File: src/rtl/glitch_filter_ctrl.sv
// Multi-channel glitch filter: per-channel run-length qualification of din,
// with accepted level changes queued and granted round-robin to one event port.
module glitch_filter_ctrl #(
  parameter int unsigned NCH     = 4,
  parameter int unsigned CW      = 4,
  parameter int unsigned THR_RST = 4,
  parameter int unsigned CHW     = $clog2(NCH)
) (
  input  logic           clk,
  input  logic           rstn,
  input  logic [NCH-1:0] din,
  input  logic           cfg_we,
  input  logic [CHW-1:0] cfg_ch,
  input  logic [CW-1:0]  cfg_thr,
  input  logic           cfg_en,
  output logic [NCH-1:0] dout,
  output logic           evt_valid,
  input  logic           evt_ready,
  output logic [CHW-1:0] evt_ch,
  output logic           evt_level,
  output logic           evt_ovf
);

  // Per-channel configuration and filter state
  logic [CW-1:0]  thr_q [NCH];
  logic [CW-1:0]  cnt_q [NCH];
  logic [NCH-1:0] en_q;
  logic [NCH-1:0] smp_q;

  // Event queue state: one pending slot per channel
  logic [NCH-1:0] pend_q;
  logic [NCH-1:0] plev_q;
  logic [NCH-1:0] ovf_q;
  logic [CHW-1:0] ptr_q;

  // Next-state signals
  logic [CW-1:0]  cnt_d [NCH];
  logic [CW-1:0]  thr_eff;
  logic [NCH-1:0] dout_d;
  logic [NCH-1:0] chg;
  logic [NCH-1:0] pend_d;
  logic [NCH-1:0] plev_d;
  logic [NCH-1:0] ovf_d;
  logic [CHW-1:0] ptr_d;
  logic [CHW-1:0] gnt_ch;
  logic [CHW-1:0] idx;
  logic           gnt_vld;
  logic           load;
  logic           cfg_hit;
  logic           evt_valid_d;
  logic [CHW-1:0] evt_ch_d;
  logic           evt_level_d;
  logic           evt_ovf_d;

  assign cfg_hit = cfg_we && (32'(cfg_ch) < NCH);

  // Configuration registers; a write lands at this edge and is used from the next cycle
  always_ff @(posedge clk or negedge rstn) begin
    if (!rstn) begin
      for (int i = 0; i < NCH; i++) thr_q[i] <= CW'(THR_RST);
      en_q <= '1;
    end else if (cfg_hit) begin
      thr_q[cfg_ch] <= cfg_thr;
      en_q[cfg_ch]  <= cfg_en;
    end
  end

  // Run-length counting: a level must hold thr samples before it reaches dout
  always_comb begin
    dout_d  = dout;
    chg     = '0;
    thr_eff = '0;
    for (int i = 0; i < NCH; i++) begin
      cnt_d[i] = '0;
      thr_eff  = (thr_q[i] == '0) ? CW'(1) : thr_q[i];
      if (en_q[i]) begin
        if (din[i] != smp_q[i])       cnt_d[i] = CW'(1);
        else if (cnt_q[i] >= thr_eff) cnt_d[i] = thr_eff;
        else                          cnt_d[i] = cnt_q[i] + CW'(1);
        if ((cnt_d[i] >= thr_eff) && (din[i] != dout[i])) begin
          dout_d[i] = din[i];
          chg[i]    = 1'b1;
        end
      end
    end
  end

  // Filter state registers; sampling continues even while a channel is disabled
  always_ff @(posedge clk or negedge rstn) begin
    if (!rstn) begin
      for (int i = 0; i < NCH; i++) cnt_q[i] <= '0;
      smp_q <= '0;
      dout  <= '0;
    end else begin
      for (int i = 0; i < NCH; i++) cnt_q[i] <= cnt_d[i];
      smp_q <= din;
      dout  <= dout_d;
    end
  end

  // Round-robin search: first pending channel at or above the pointer, wrapping
  always_comb begin
    gnt_vld = 1'b0;
    gnt_ch  = '0;
    idx     = '0;
    for (int k = NCH - 1; k >= 0; k--) begin
      idx = CHW'((32'(ptr_q) + 32'(k)) % NCH);
      if (pend_q[idx]) begin
        gnt_vld = 1'b1;
        gnt_ch  = idx;
      end
    end
  end

  // Event bookkeeping: grant uses pre-edge pending, then this edge's changes are merged
  always_comb begin
    load        = ~evt_valid | evt_ready;
    pend_d      = pend_q;
    plev_d      = plev_q;
    ovf_d       = ovf_q;
    ptr_d       = ptr_q;
    evt_valid_d = evt_valid;
    evt_ch_d    = evt_ch;
    evt_level_d = evt_level;
    evt_ovf_d   = evt_ovf;
    if (load) begin
      evt_valid_d = gnt_vld;
      if (gnt_vld) begin
        evt_ch_d       = gnt_ch;
        evt_level_d    = plev_q[gnt_ch];
        evt_ovf_d      = ovf_q[gnt_ch];
        pend_d[gnt_ch] = 1'b0;
        ovf_d[gnt_ch]  = 1'b0;
        ptr_d          = CHW'((32'(gnt_ch) + 32'd1) % NCH);
      end
    end
    for (int i = 0; i < NCH; i++) begin
      if (chg[i]) begin
        if (pend_d[i]) ovf_d[i] = 1'b1;
        pend_d[i] = 1'b1;
        plev_d[i] = dout_d[i];
      end
    end
  end

  // Event queue and output port registers
  always_ff @(posedge clk or negedge rstn) begin
    if (!rstn) begin
      pend_q    <= '0;
      plev_q    <= '0;
      ovf_q     <= '0;
      ptr_q     <= '0;
      evt_valid <= 1'b0;
      evt_ch    <= '0;
      evt_level <= 1'b0;
      evt_ovf   <= 1'b0;
    end else begin
      pend_q    <= pend_d;
      plev_q    <= plev_d;
      ovf_q     <= ovf_d;
      ptr_q     <= ptr_d;
      evt_valid <= evt_valid_d;
      evt_ch    <= evt_ch_d;
      evt_level <= evt_level_d;
      evt_ovf   <= evt_ovf_d;
    end
  end

endmodule

File: config.mk
export PLATFORM = sky130hd
export DESIGN_NAME = glitch_filter_ctrl
export DESIGN_NICKNAME = d
export VERILOG_FILES = /design/src/rtl/glitch_filter_ctrl.sv
export SDC_FILE = /design/constraint.sdc
export NUM_CORES = 1
export LEC_CHECK = 0
export BUFFER_PORTS_ARGS = -buffer_cell sky130_fd_sc_hd__buf_2
export CAP_MARGIN = 20
export CORE_MARGIN = 5
export CORE_UTILIZATION = 45
export DETAILED_ROUTE_END_ITERATION = 8
export HOLD_SLACK_MARGIN = 0.12
export PLACE_DENSITY_LB_ADDON = 0.05
export SETUP_SLACK_MARGIN = 0.05
export SYNTH_ARGS = -nofsm -noshare
export SYNTH_HDL_FRONTEND = slang
export SYNTH_SLANG_ARGS = --single-unit
File: constraint.sdc
create_clock -name clk -period 3.5 [get_ports clk]
set_input_delay 0.175 -clock clk [delete_from_list [all_inputs] [get_ports clk]]
set_output_delay 0.175 -clock clk [all_outputs]
set_load 0.01 [all_outputs]
# == Word level (Yosys, flattened, before mapping) ==
# Cells that the tools add are included.
# word_totals
output_inout_bits,9
word_cells,154
input_bits,15
ff_bits,63
# classes
n_lt_le_gt_ge,18
n_reduce_logical,12
n_mux,80
add_sub_neg,8
n_bitwise,6
eq_ne,8
# op_table
op,count
$mux W4,25
$mux W1,40
$ge A4 B4 Y1,8
$lt A2 B3 Y1 const B,6
$add A4 B1 Y4 const B,4
$bwmux W16,1
$logic_not A4 Y1,4
$bmux W1 S2,6
$and A4 B4 Y4,2
$demux W4 S2,1
$mux W2,4
$ne A1 B1 Y1,8
$logic_and A1 B1 Y1,7
$add A2 B1 Y2 const B,2
$add A2 B2 Y2 const B,2
$bwmux W4,1
$demux W1 S2,2
$ge A2 B1 Y1 const B,2
$not A4 Y4,1
$ge A3 B3 Y1 const B,1
$lt A3 B1 Y1 const B,1
$not A2 Y3,1
$reduce_and A2 Y1,1
$not A1 Y1,1
$or A1 B1 Y1,1

# == Logic depth before layout (Yosys ltp) ==
# depth
depth_word,17
depth_mapped,15
depth_no_buf,15

# == Worst setup path before layout ==
# No wires, ideal clock.
# synth_timing
kind,register to register
from,register thr_q[6] (netlist name)
to,register dout[2]
slack_ns,0.193
path_buffers,0
path_stages_with_launch,16
setup_ns,0.125
arrival_ns,3.182
synth_period_minus_slack_ns,3.307
required_time_ns,3.375
path_cell_list,dfstp_2 > inv_1 > a31oi_1 > inv_1 > ha_1 > nand2b_1 > a21oi_1 > o21ai_1 > mux2i_1 > nor2_1 > ha_1 > nand2b_1 > a21o_1 > a211o_1 > nand3_1 > mux2_2
# synth_via
elab_chain_cells,10
# synth_rtl
element,line_no,source
start: declaration,25,logic [CW-1:0] thr_q [NCH];
start signal: indexed assignment,63,thr_q[cfg_ch] <= cfg_thr;
$logic_not A4 Y1,75,thr_eff = (thr_q[i] == '0) ? CW'(1) : thr_q[i];
$mux W4 (*),75,
$ge A4 B4 Y1,78,else if (cnt_q[i] >= thr_eff) cnt_d[i] = thr_eff;
$mux W4,78,
$mux W4,77,if (din[i] != smp_q[i]) cnt_d[i] = CW'(1);
$mux W4,76,if (en_q[i]) begin
$ge A4 B4 Y1 (*),80,if ((cnt_d[i] >= thr_eff) && (din[i] != dout[i])) begin
$logic_and A1 B1 Y1 (*),80,
$mux W1 (*),80,
$mux W1 (*),76,
net dout_d[2],39,logic [NCH-1:0] dout_d;
end signal: assignment,97,dout <= dout_d;
end: declaration,16,"output logic [NCH-1:0] dout,"
# The timed path passes the listed nets; every way through them passes the cells marked *. The select of a mux whose other input is x is not followed.
# A chain may end at the register's enable or synchronous reset.

# == Final worst setup path ==
# layout_timing
from,register thr_q[14] (netlist name)
to,register dout[0]
# Same word-level chain as after synthesis.

==> impl_metrics.tcl <==
set metrics [dict create \
    syn_area_sq_um 3700 \
    required_ns 3.72 \
    rsz0062_at_grt "true" \
    p_comb_share_pct 40.6 \
    fin_util_pct 54.4 \
    cts_tree "yes" \
    antenna_found_initial 0 \
    gp_congestion 0.836 \
    start_util_pct 45.5 \
    drc_errors 0 \
    port_buffers 23 \
    synth.distinct_cells 36 \
    syn_inst 341 \
    max_cap_viol_count 0 \
    cp-end-kind "flop" \
    fin_total_pwr_mw 3.17 \
    fillers 738 \
    fin_crit_sh_pct 94.3 \
    wl_um 7550 \
    whs_ns 0.131 \
    crit_path_start_kind "flop" \
    hold_depth 3 \
    cts.htree.levels 3 \
    ff_latch_area_sq_um 1590 \
    first_global_vias 2707 \
    clock-root-buffer "clkbuf_8" \
    path_max_fanout 4 \
    cts_buffer_depth 2 \
    final_net_count 448 \
    pwr-share-clk_pct 24.1 \
    skew_ns 0.0124 \
    dr.pass1.iters 4 \
    status "completed" \
    p_per_area_nw_per_um2 715 \
    fin_crit_ns 3.30 \
    ir_drop_uv 444 \
    clkSinkCount 63 \
    io_pins 24 \
    p_int_mw 2.05 \
    critical_path_class "reg2reg" \
    layout_common_cells "dfrtp_1 (55), ha_1 (40), inv_1 (34)" \
    cellLeakagePower_nw 2.17 \
    antenna_cells 0 \
    rr_worst_depth 15 \
    vias_per_cell 5.19 \
    max_freq_mhz 303 \
    grt_pass1_wl_um 13100 \
    fin_setup_tns_ns 0 \
    numCtsBuffers 9 \
    ys_seq_area_share_pct 42.8 \
    die_h_um 101 \
    areaGrowthSynthToFinish_pct 19.5 \
    arrival_ns 3.52 \
    yosys_register_bits 63 \
    netSwitchingPower_mw 1.12 \
    setup_violations 0 \
    final_common_cell "dfrtp_1" \
    synth_edf_count 0 \
    max_slew_margin_pct 39.1 \
    vias 2611 \
    yosys_warnings 0 \
    multi_input_area_sq_um 2060 \
    power_frac_seq_pct 35.3 \
    drive_above_1_share_pct 26.4 \
    path_clk_slew_ns 0.07 \
    die_w_um 101 \
    swShare_pct 35.4 \
    core_region_area_sq_um 8130 \
    hold_violations 0 \
    antenna_violating_nets_post_route 0 \
    grt_usage_pct 16.3 \
    syn_nets 396 \
    slew_violations 0 \
    ys_async_sr_fraction_pct 100 \
    dp_hpwl_um 5630 \
    postSynthAreaPerCell_sq_um 10.9 \
    worstMarginPinSlew_ns 0.913 \
    hold_class "in2reg" \
    drt-initial-drc-count 54 \
    grt_max_degree 41 \
    num_rows 33 \
    overflow 0 \
    dieArea_sq_um 10100 \
    detailedPlace.worstSlack_ns 0.0723 \
    fin_ws_ns 0.201 \
    clk_latency_ns 0.33 \
    synth-main-ff-cell "dfrtp_1" \
    wl_per_cell_um 15.0 \
]
[Yosys cell counts, drive strengths merged, types with 9 or more instances]
cell / n / area (sq um)
ha: 40 / 500
xor2: 12 / 105
nor2: 31 / 116
nand3: 9 / 45.0
inv: 34 / 128
a21oi: 15 / 78.8
mux2: 24 / 270
nand2b: 11 / 76.3
dfrtp: 55 / 1380
mux2i: 16 / 160
nand2: 14 / 52.6
o21ai: 9 / 45.0
[power by group through the flow]
stage | Clock (mW) | Sequential (mW) | Combinational (mW)
after CTS | 0.784 | 1.11 | 1.20
after global routing | 0.818 | 1.15 | 1.45
after global placement | 0 | 1.12 | 1.18
final | 0.763 | 1.12 | 1.29
after detailed placement | 0 | 1.13 | 1.19
after floorplan | 0 | 1.09 | 0.881
[layer usage]
layer | GRT usage, % | part of all wire, % | vias up
met5 | 0 | 0 | -
met3 | 2.77 | 2.0 | 9
met4 | 6.53 | 1.5 | 0
met1 | 23.5 | 50 | 1253
met2 | 24.4 | 46 | 26
li1 | - | - | 1323
[stage by stage]
stage                     instances  cell area, sq um
after floorplan                 341              3700
after global placement          476              4010
after detailed placement        476              4010
after CTS                       499              4320
after global routing            503              4430
final                           503              4430
[layout make-up]
| cell class | instances | share of cell area, % |
|---|---|---|
| Sequential cell | 63 | 35.8 |
| Timing Repair Buffer | 42 | 6.22 |
| Inverter | 34 | 2.88 |
| Multi-Input combinational cell | 243 | 46.6 |
| Clock buffer | 14 | 4.13 |
| Clock inverter | 2 | 1.36 |
| Tap cell | 105 | 2.97 |
[repair_timing]
action | 4_1_cts | 5_1_grt
hold buffers | 7 | 0
hold endpoints to repair | 38 | 0
pin swaps | 1 | 9
buffers inserted | 0 | 4
setup endpoints to repair | 1 | 7
gates resized for setup | 0 | 15
[final timing paths]
path	startpoint	to	slack, ns
hold reg to reg	evt_level$_DFFE_PN0P_	evt_level$_DFFE_PN0P_	0.50
setup reg to reg	thr_q[14]$_DFFE_PN1P_	dout[0]$_DFF_PN0_	0.20
setup / recovery	thr_q[14]$_DFFE_PN1P_	dout[0]$_DFF_PN0_	0.20
hold / removal	cfg_thr[1]	thr_q[13]$_DFFE_PN0P_	0.13
min in group asynchronous	rstn	smp_q[2]$_DFF_PN0_	0.50
max in group asynchronous	rstn	en_q[0]$_DFFE_PN1P_	2.21
[sequential cells by signal, summed over array words and instances (netlist names)]
signal	flops
cnt_q	16
thr_q	16
dout	4
en_q	4
ovf_q	4
pend_q	4
plev_q	4
smp_q	4
evt_ch	2
ptr_q	2
evt_level	1
evt_ovf	1
evt_valid	1
[worst max-delay path, stage by stage, from the launching register on]
cell and delay (ns):
dfstp_2 0.53, inv_1 0.09, a31oi_2 0.20, inv_1 0.09, ha_1 0.28, nand2b_1 0.12
a21oi_2 0.07, o21ai_2 0.16, buf_4 0.18, mux2i_4 0.24, nor2_1 0.06, ha_1 0.28
a21o_1 0.16, a211o_1 0.30, nand3_1 0.10, mux2_2 0.33
[logic make-up (layout without fill, tap and decap cells)]
group                    count (synthesis)  count (layout)  share of synthesized area, %
AND/OR/NAND/NOR                         81              81                          11.0
flip-flops                              63              63                          42.8
adder cells (fa/ha/maj)                 40              40                          13.5
buffers and inverters                   35              92                          3.58
AO/OA/AOI/OAI                           64              64                          12.4
XOR/XNOR                                16              16                          3.78
multiplexers                            42              42                          12.8
(Power assumes the default switching activity.)
